### src/rtl/alu_share_arbiter_pkg.sv
// rtl/alu_share_arbiter_pkg.sv - shared types and constants for the execute-stage ALU arbiter
package alu_share_arbiter_pkg;

  localparam int DATA_WIDTH  = 32;
  localparam int SHAMT_W     = $clog2(DATA_WIDTH);
  localparam int NUM_ALU_REQ = 2;

  typedef enum logic [3:0] {
    ALU_ADD    = 4'd0,
    ALU_SUB    = 4'd1,
    ALU_AND    = 4'd2,
    ALU_OR     = 4'd3,
    ALU_XOR    = 4'd4,
    ALU_SLL    = 4'd5,
    ALU_SRL    = 4'd6,
    ALU_SRA    = 4'd7,
    ALU_SLT    = 4'd8,
    ALU_SLTU   = 4'd9,
    ALU_PASS_B = 4'd10
  } alu_sel_e;

  typedef enum logic [1:0] {
    ARB_IDLE = 2'd0,
    ARB_EXEC = 2'd1,
    ARB_RESP = 2'd2
  } arb_state_e;

  // Round-robin search order: the off-th candidate when starting at ptr.
  function automatic int rr_index(input int ptr, input int off, input int n);
    return (ptr + off) % n;
  endfunction

endpackage

### src/rtl/alu_share_arbiter_alu.sv
// rtl/alu_share_arbiter_alu.sv - combinational execute-stage ALU
module alu
  import alu_share_arbiter_pkg::*;
(
  input  alu_sel_e              op,
  input  logic [DATA_WIDTH-1:0] a,
  input  logic [DATA_WIDTH-1:0] b,
  output logic [DATA_WIDTH-1:0] result
);

  logic [SHAMT_W-1:0] shamt;

  assign shamt = b[SHAMT_W-1:0];

  always_comb begin
    result = '0;
    case (op)
      ALU_ADD:    result = a + b;
      ALU_SUB:    result = a - b;
      ALU_AND:    result = a & b;
      ALU_OR:     result = a | b;
      ALU_XOR:    result = a ^ b;
      ALU_SLL:    result = a << shamt;
      ALU_SRL:    result = a >> shamt;
      ALU_SRA:    result = $unsigned($signed(a) >>> shamt);
      ALU_SLT:    result = {{(DATA_WIDTH-1){1'b0}}, $signed(a) < $signed(b)};
      ALU_SLTU:   result = {{(DATA_WIDTH-1){1'b0}}, a < b};
      ALU_PASS_B: result = b;
      default:    result = '0;
    endcase
  end

endmodule

### src/rtl/alu_share_arbiter_rr_arbiter.sv
// rtl/alu_share_arbiter_rr_arbiter.sv - combinational round-robin grant, one-hot plus index
module rr_arbiter
  import alu_share_arbiter_pkg::*;
#(
  parameter  int N  = 2,
  localparam int IW = $clog2(N)
) (
  input  logic [N-1:0]  req,
  input  logic [IW-1:0] rr_ptr,
  input  logic          enable,
  output logic [N-1:0]  grant,
  output logic [IW-1:0] grant_idx
);

  logic          found;
  logic [IW-1:0] cand;

  always_comb begin
    grant     = '0;
    grant_idx = '0;
    found     = 1'b0;
    cand      = '0;
    for (int i = 0; i < N; i++) begin
      cand = IW'(rr_index(int'(rr_ptr), i, N));
      if (enable && !found && req[cand]) begin
        grant[cand] = 1'b1;
        grant_idx   = cand;
        found       = 1'b1;
      end
    end
  end

endmodule

### src/rtl/alu_share_arbiter.sv
// rtl/alu_share_arbiter.sv - round-robin sharing of one ALU between NUM_REQ requesters
module alu_share_arbiter
  import alu_share_arbiter_pkg::*;
#(
  parameter  int NUM_REQ = NUM_ALU_REQ,
  localparam int ID_W    = $clog2(NUM_REQ)
) (
  input  logic                  clk,
  input  logic                  rst_n,
  input  logic                  flush_i,
  input  logic [NUM_REQ-1:0]    req_valid_i,
  output logic [NUM_REQ-1:0]    req_ready_o,
  input  alu_sel_e              req_op_i [NUM_REQ],
  input  logic [DATA_WIDTH-1:0] req_a_i  [NUM_REQ],
  input  logic [DATA_WIDTH-1:0] req_b_i  [NUM_REQ],
  output logic                  rsp_valid_o,
  input  logic                  rsp_ready_i,
  output logic [ID_W-1:0]       rsp_id_o,
  output logic [DATA_WIDTH-1:0] rsp_result_o,
  output logic                  busy_o
);

  arb_state_e            state_q, state_d;
  logic [ID_W-1:0]       rr_ptr_q, id_q, grant_idx;
  logic [NUM_REQ-1:0]    grant;
  logic                  grant_en, granted;
  alu_sel_e              op_q;
  logic [DATA_WIDTH-1:0] a_q, b_q, alu_result;

  rr_arbiter #(.N(NUM_REQ)) u_rr (
    .req       (req_valid_i),
    .rr_ptr    (rr_ptr_q),
    .enable    (grant_en),
    .grant     (grant),
    .grant_idx (grant_idx)
  );

  alu u_alu (
    .op     (op_q),
    .a      (a_q),
    .b      (b_q),
    .result (alu_result)
  );

  always_ff @(posedge clk or negedge rst_n) begin
    if (!rst_n) state_q <= ARB_IDLE;
    else        state_q <= state_d;
  end

  // Flush wins over every handshake; RESP can hand straight back to EXEC.
  always_comb begin
    state_d = state_q;
    if (flush_i) begin
      state_d = ARB_IDLE;
    end else begin
      case (state_q)
        ARB_IDLE: if (granted) state_d = ARB_EXEC;
        ARB_EXEC: state_d = ARB_RESP;
        ARB_RESP: if (rsp_ready_i) state_d = granted ? ARB_EXEC : ARB_IDLE;
        default:  state_d = ARB_IDLE;
      endcase
    end
  end

  // rst_n gating keeps req_ready_o low while reset is held.
  always_comb begin
    grant_en    = rst_n && !flush_i &&
                  ((state_q == ARB_IDLE) || ((state_q == ARB_RESP) && rsp_ready_i));
    req_ready_o = grant;
    granted     = |grant;
    busy_o      = (state_q != ARB_IDLE);
  end

  always_ff @(posedge clk or negedge rst_n) begin
    if (!rst_n) begin
      rr_ptr_q <= '0;
      op_q     <= ALU_ADD;
      a_q      <= '0;
      b_q      <= '0;
      id_q     <= '0;
    end else if (granted) begin
      op_q     <= req_op_i[grant_idx];
      a_q      <= req_a_i[grant_idx];
      b_q      <= req_b_i[grant_idx];
      id_q     <= grant_idx;
      rr_ptr_q <= (grant_idx == ID_W'(NUM_REQ - 1)) ? '0 : grant_idx + 1'b1;
    end
  end

  always_ff @(posedge clk or negedge rst_n) begin
    if (!rst_n) begin
      rsp_valid_o  <= 1'b0;
      rsp_id_o     <= '0;
      rsp_result_o <= '0;
    end else if (flush_i) begin
      rsp_valid_o  <= 1'b0;
    end else if (state_q == ARB_EXEC) begin
      rsp_result_o <= alu_result;
      rsp_id_o     <= id_q;
      rsp_valid_o  <= 1'b1;
    end else if ((state_q == ARB_RESP) && rsp_ready_i) begin
      rsp_valid_o  <= 1'b0;
    end
  end

endmodule

### config.mk
export PLATFORM = sky130hd
export DESIGN_NAME = alu_share_arbiter
export DESIGN_NICKNAME = d
export VERILOG_FILES = /design/src/rtl/alu_share_arbiter_pkg.sv /design/src/rtl/alu_share_arbiter_alu.sv /design/src/rtl/alu_share_arbiter_rr_arbiter.sv /design/src/rtl/alu_share_arbiter.sv
export SDC_FILE = /design/constraint.sdc
export NUM_CORES = 1
export LEC_CHECK = 0
export CORE_MARGIN = 3
export CORE_UTILIZATION = 40
export CTS_CLUSTER_SIZE = 30
export DETAILED_ROUTE_END_ITERATION = 6
export GPL_TIMING_DRIVEN = 0
export PLACE_DENSITY = 0.67
export SYNTH_ARGS = -nofsm -noshare
export SYNTH_HDL_FRONTEND = slang
export SYNTH_SLANG_ARGS = --single-unit
### constraint.sdc
create_clock -name clk -period 5.8 [get_ports clk]
set_clock_uncertainty 0.2 [all_clocks]
set_input_delay 0.58 -clock clk [delete_from_list [all_inputs] [get_ports clk]]
set_output_delay 0.58 -clock clk [all_outputs]
set_load 0.05 [all_outputs]
== Yosys cells after proc, flatten, opt, wreduce, memory -nomap -nowiden ==
Cells that the tools add are included.

* Register bits after elaboration: 106
* Bits in latches: 0
* Memory bits (writable): 0
* Memory bits (read-only): 0
* Memories: 0

* Add/sub/neg operators: 4
* $mul: 0
* Divide/modulo/power cells: 0
* $lt $le $gt $ge: 7
* Eq/ne operators: 14
* Shift operators: 3
* Muxes and demuxes: 32
* Bitwise gates (word level): 6
* Reductions and logical operators: 18

{| class="wikitable"
|+ Operators by type and width
! operator !! number
|-
| one-hot mux 32 bit (11 select lines) || 1
|-
| two-way mux 32 bit || 6
|-
| less-than comparator 32 bit || 2
|-
| adder 32 bit || 1
|-
| bitwise AND 32 bit || 1
|-
| bitwise OR 32 bit || 1
|-
| left shift 32 x 5 -> 32 bit || 1
|-
| >> shifter 32 x 5 -> 32 bit || 1
|-
| >>> shifter 32 x 5 -> 32 bit || 1
|-
| subtractor 32 bit || 1
|-
| bitwise XOR 32 bit || 1
|-
| equality test 4 x 3 -> 1 bit, second input constant || 4
|-
| two-way mux 1 bit || 14
|-
| equality test 4 bit, second input constant || 3
|-
| two-way mux 4 bit || 3
|-
| two-way mux 2 bit || 5
|-
| equality test 4 x 2 -> 1 bit, second input constant || 2
|-
| logical AND 1 bit || 8
|-
| inequality test 3 bit, second input constant || 2
|-
| one-hot mux 2 bit (3 select lines) || 1
|-
| equality test 4 x 1 -> 1 bit, second input constant || 1
|-
| zero test 4 bit || 1
|-
| less-than comparator 1 x 2 -> 1 bit, second input constant || 2
|-
| AND reduction 2 bit || 2
|-
| other kinds (15) || 19
|}

== Depth between registers and ports, before layout ==
* Word-level depth: 15
* Depth in mapped cells: 15

== Cells and area by module ==
From an unflattened synthesis, not the netlist that was laid out.

* Cell total of the unflattened synthesis: 1735
* Area total of the unflattened synthesis: 13526.7 µm²

{| class="wikitable"
|+ Modules (own cells, without submodules)
! module !! instances !! cells an instance !! area an instance (µm²) !! sequential area each (µm²)
|-
| alu || 1 || 1335 || 8813.5 || 0.0
|-
| alu_share_arbiter || 1 || 394 || 4687.0 || 2652.5
|-
| rr_arbiter || 1 || 6 || 26.3 || 0.0
|}

== Worst setup path before layout ==
Ideal clock, no wire load.

* Kind: register to register
* Start: register b_q[2]
* End: register rsp_result_o[30]
* Setup time: 0.082 ns
* Arrival: 3.701 ns
* Data required time: 5.518 ns
* Setup slack: 1.817 ns
* Cell stages (with the launch flop): 15
* Path buffers: 3
* Period minus slack after synthesis: 3.983 ns
* Cell sequence: dfrtp_1 -> inv_1 -> buf_2 -> buf_1 -> clkbuf_1 -> ha_1 -> nor2b_1 -> o2111ai_1 -> a31oi_1 -> or3_4 -> a211o_1 -> a311oi_1 -> mux2i_1 -> nand2_1 -> a31oi_1

* Cells in the longest elaborated chain, start to end: 2
* Elaborated cells on any way between the ends: 6

{| class="wikitable"
|+ Ends and longest elaborated chain
! element !! line !! text
|-
| start, declared || alu_share_arbiter.sv:28 || <nowiki>logic [DATA_WIDTH-1:0] a_q, b_q, alu_result;</nowiki>
|-
| start signal, assigned || alu_share_arbiter.sv:84 || <nowiki>b_q <= req_b_i[grant_idx];</nowiki>
|-
| subtractor 32 bit (tied with other cells) || alu_share_arbiter_alu.sv:19 || <nowiki>ALU_SUB: result = a - b;</nowiki>
|-
| one-hot mux 32 bit (11 select lines) * || alu_share_arbiter_alu.sv:17 || <nowiki>case (op)</nowiki>
|-
| end signal, assigned || alu_share_arbiter.sv:98 || <nowiki>rsp_result_o <= alu_result;</nowiki>
|-
| end, declared || alu_share_arbiter.sv:19 || <nowiki>output logic [DATA_WIDTH-1:0] rsp_result_o,</nowiki>
|}

Mark *: on every way between the ends. The rest lies on a longest branch, timed or not.
A chain may end at the register's enable or synchronous reset.

== Final worst setup path ==
Same ends and word-level chain as after synthesis.

==> impl_metrics.ini <==
[run_status]
status = completed

[setup_path]
cp.arrival_ns = 5.65
worstSetupPathType = reg2reg
cp-end-kind = flip-flop
worst-r2r-cell-count = 14
crit_path_max_fanout = 11
r2r-end = rsp_result_o[30]
required_ns = 5.92
cp-start-kind = flip-flop
r2r-start = b_q[2]
r2r_setup_slack_ns = 0.27

[finish]
syn_to_final_growth_pct = 20.6
fillCellCount = 3193
final_cell_mix = 177 x clkdlybuf4s50_1, 171 x inv_1, 145 x nor2_1
register_area_sq_um = 2650
drive_gt1_share_pct = 6.87
layout_commonest_cell = clkdlybuf4s50_1
fin_nets = 2100
postLayoutCoreUtil_pct = 49.6
multi_input_area_sq_um = 9260

[timing]
rsz0062_at_grt = no
setup_viol = 0
hold_viol = 0
worst_pin_slew_ns = 1.34
post-route-min-period_ns = 5.53
slew_headroom_pct = 10.0
min_period_over_period_pct = 95.4
maxSlewViolCount = 0
max_clock_freq_ghz = 0.181

[pwr]
p_int_mw = 3.01
p_comb_share_pct = 71.8
leakagePower_nw = 6.72
powerDensity_nw_per_um2 = 444
power_mw = 7.03
power_switching_mw = 4.02
seqPwrFrac_pct = 18.5
p_clk_share_pct = 9.7
switching_share_pct = 57.1
peakVddDrop_mv = 0.206

[placed_design]
routabilityCongestion = 1.04
place_hpwl_mm = 55.4
port_buffers = 178

[clock_tree]
numClockSinks = 106
cts_hold_buf = 0
cts_tree = built
clock_path_buffers = 2
cts-root-buf = clkbuf_16
cts_buffers = 9
insertion_delay_ns = 0.41
htree_levels = 3
clk_pin_slew_ns = 0.08

[grt]
grtUsageMet2_pct = 58.9
grt_pass1_vias = 15000
grt_max_degree = 56
gr-usage-all-layers_pct = 39.1
use_met3_pct = 11.1
grt_busiest_layer = met2
met1_usage_pct = 50.5
grt_pass1_wl_mm = 102
grt.overflow.total = 0
antenna_found_initial = 1

[detailed_routing]
dr.pass1.iters = 7
ant_nets = 0
vias = 15700
wl_per_cell_um = 30.8
drtIter0Drc = 2384
post-route-drc-count = 0
avgViaCountPerCell = 6.83
drt-total-wl_mm = 70.9

[job]
drv_cap = 0

[yosys]
netlist_instances = 1665
synth_edf_count = 0
synth_area_sq_um = 13100
yosys_warnings = 0
ys_seq_area_share_pct = 20.2
async_flop_share_pct = 100
ys.flop_type = dfrtp_1
ys_ff_latch = 106
syn_nets = 1906
synth.distinct_cells = 81
avgSynthCellArea_sq_um = 7.89

[hold_path]
hold_path.class = in2async

[floorplan]
io_pins = 179
die_area_sq_um = 35100
die_w_um = 187
num_rows = 65
design.core.area_sq_um = 32000
die_h_um = 187
initial_core_util_pct = 41.1
Yosys cell counts (6+ instances only):
cell type	number	share of area, %
a21oi_1	129	4.9
mux2_2	12	1.0
o211ai_1	19	1.1
o21ai_0	108	4.1
nor3_1	46	1.8
mux4_2	49	8.4
xnor2_1	13	0.87
o2111ai_1	12	0.80
and3_1	7	0.33
inv_1	172	4.9
o221ai_1	15	1.0
buf_2	17	0.65
nor4_1	16	0.76
a31oi_1	17	0.81
ha_1	97	9.2
dfrtp_1	106	20
mux2i_1	50	3.8
o32ai_1	6	0.40
a21o_1	16	0.91
o21bai_1	9	0.51
a22oi_1	20	1.1
buf_1	13	0.37
nand3_1	28	1.1
nor2_1	145	4.1
nand2b_1	22	1.0
o22ai_1	16	0.76
nand2_1	135	3.9
or3_1	10	0.48
a211o_1	9	0.60
a2111oi_0	6	0.40
a221oi_1	26	1.7
o31ai_1	10	0.57
nand4_1	12	0.57
clkbuf_1	95	2.7
a221o_1	13	0.99
a22o_1	11	0.73
a211oi_1	17	0.97
a222oi_1	69	5.3
nor2b_1	12	0.57
layout make-up:
| class | instances | area share [%] |
|---|---|---|
| multi-input combinational | 1251 | 58.4 |
| sequential | 106 | 16.7 |
| timing repair buffer | 184 | 11.7 |
| inverter | 173 | 4.12 |
| buffer | 134 | 3.68 |
| tap | 435 | 3.43 |
| clock buffer | 11 | 1.53 |
| clock inverter | 5 | 0.387 |
| antenna | 1 | 0.0158 |
per-layer routing:
layer	wire (um)	vias to the layer above
li1	-	6678
met1	27200	7673
met2	30800	1118
met3	8430	248
met4	4390	2
met5	15	-
through the flow:
step	cell area [sq um]	std cells	hold WS (ns)	setup TNS [ns]	setup slack (ns)
after CTS	15800	2296	0.0481	0	0.0435
final	15900	2300	0.0166	0	0.266
after global placement	15500	2278	0.258	-141.46	-2.57
after detailed placement	15500	2280	0.270	-0.381	-0.197
after floorplan	13100	1665	0.0844	0	1.82
after global routing	15800	2299	0.0937	0	0.153
logic make-up after synthesis:
family / Yosys count / share of synthesized area (%)
AO/OA/AOI/OAI: 569 / 30.6
AND/OR/NAND/NOR: 456 / 16.0
multiplexers: 111 / 13.2
flip-flops: 106 / 20.2
adder cells (fa/ha/maj): 99 / 9.54
buffers and inverters: 308 / 9.39
XOR/XNOR: 16 / 1.07
critical path: stages (launching register included):
cell and delay, ns:
dfrtp_1 0.54, inv_1 0.15, buf_2 0.30, buf_1 0.66, clkbuf_2 0.46, ha_1 0.39
nor2b_1 0.19, o2111ai_1 0.35, a31oi_1 0.21, or3_4 0.44, a211o_1 0.41, a311oi_1 0.59
mux2i_1 0.25, nand2_1 0.09, a31oi_1 0.21
sequential cells by signal, indices dropped and copies added (netlist names):
| signal | count |
|---|---|
| rsp_id_o | 1 |
| b_q | 32 |
| id_q | 1 |
| rsp_result_o | 32 |
| op_q | 4 |
| rr_ptr_q | 1 |
| rsp_valid_o | 1 |
| state_q | 2 |
| a_q | 32 |
power by group through the flow:
stage,Clock [mW],Sequential [mW],Combinational [mW]
2_1_floorplan,0,1.42,2.90
4_1_cts,0.696,1.27,4.86
6_report,0.684,1.30,5.05
3_5_place_dp,0,1.29,4.83
5_1_grt,0.711,1.31,5.32
3_3_place_gp,0,1.28,4.84
worst max path at each step:
| stage | slack, ns | from | cells past startpoint | end |
|---|---|---|---|---|
| finish | 0.27 | b_q[2] | 14 | rsp_result_o[30] |
| global route | 0.15 | b_q[2] | 14 | rsp_result_o[29] |
| CTS | 0.04 | b_q[3] | 15 | rsp_result_o[29] |
| detailed placement | -0.20 | b_q[3] | 15 | rsp_result_o[0] |
| global placement | -2.57 | rst_n | 6 | req_ready_o[1] |
| floorplan | 1.82 | b_q[2] | 14 | rsp_result_o[30] |
timing repair:
action,CTS,global route
setup endpoints to repair,8,9
gates resized for setup,1,4
setup buffers,0,4
pin swaps,0,0
(Power assumes the default switching activity.)
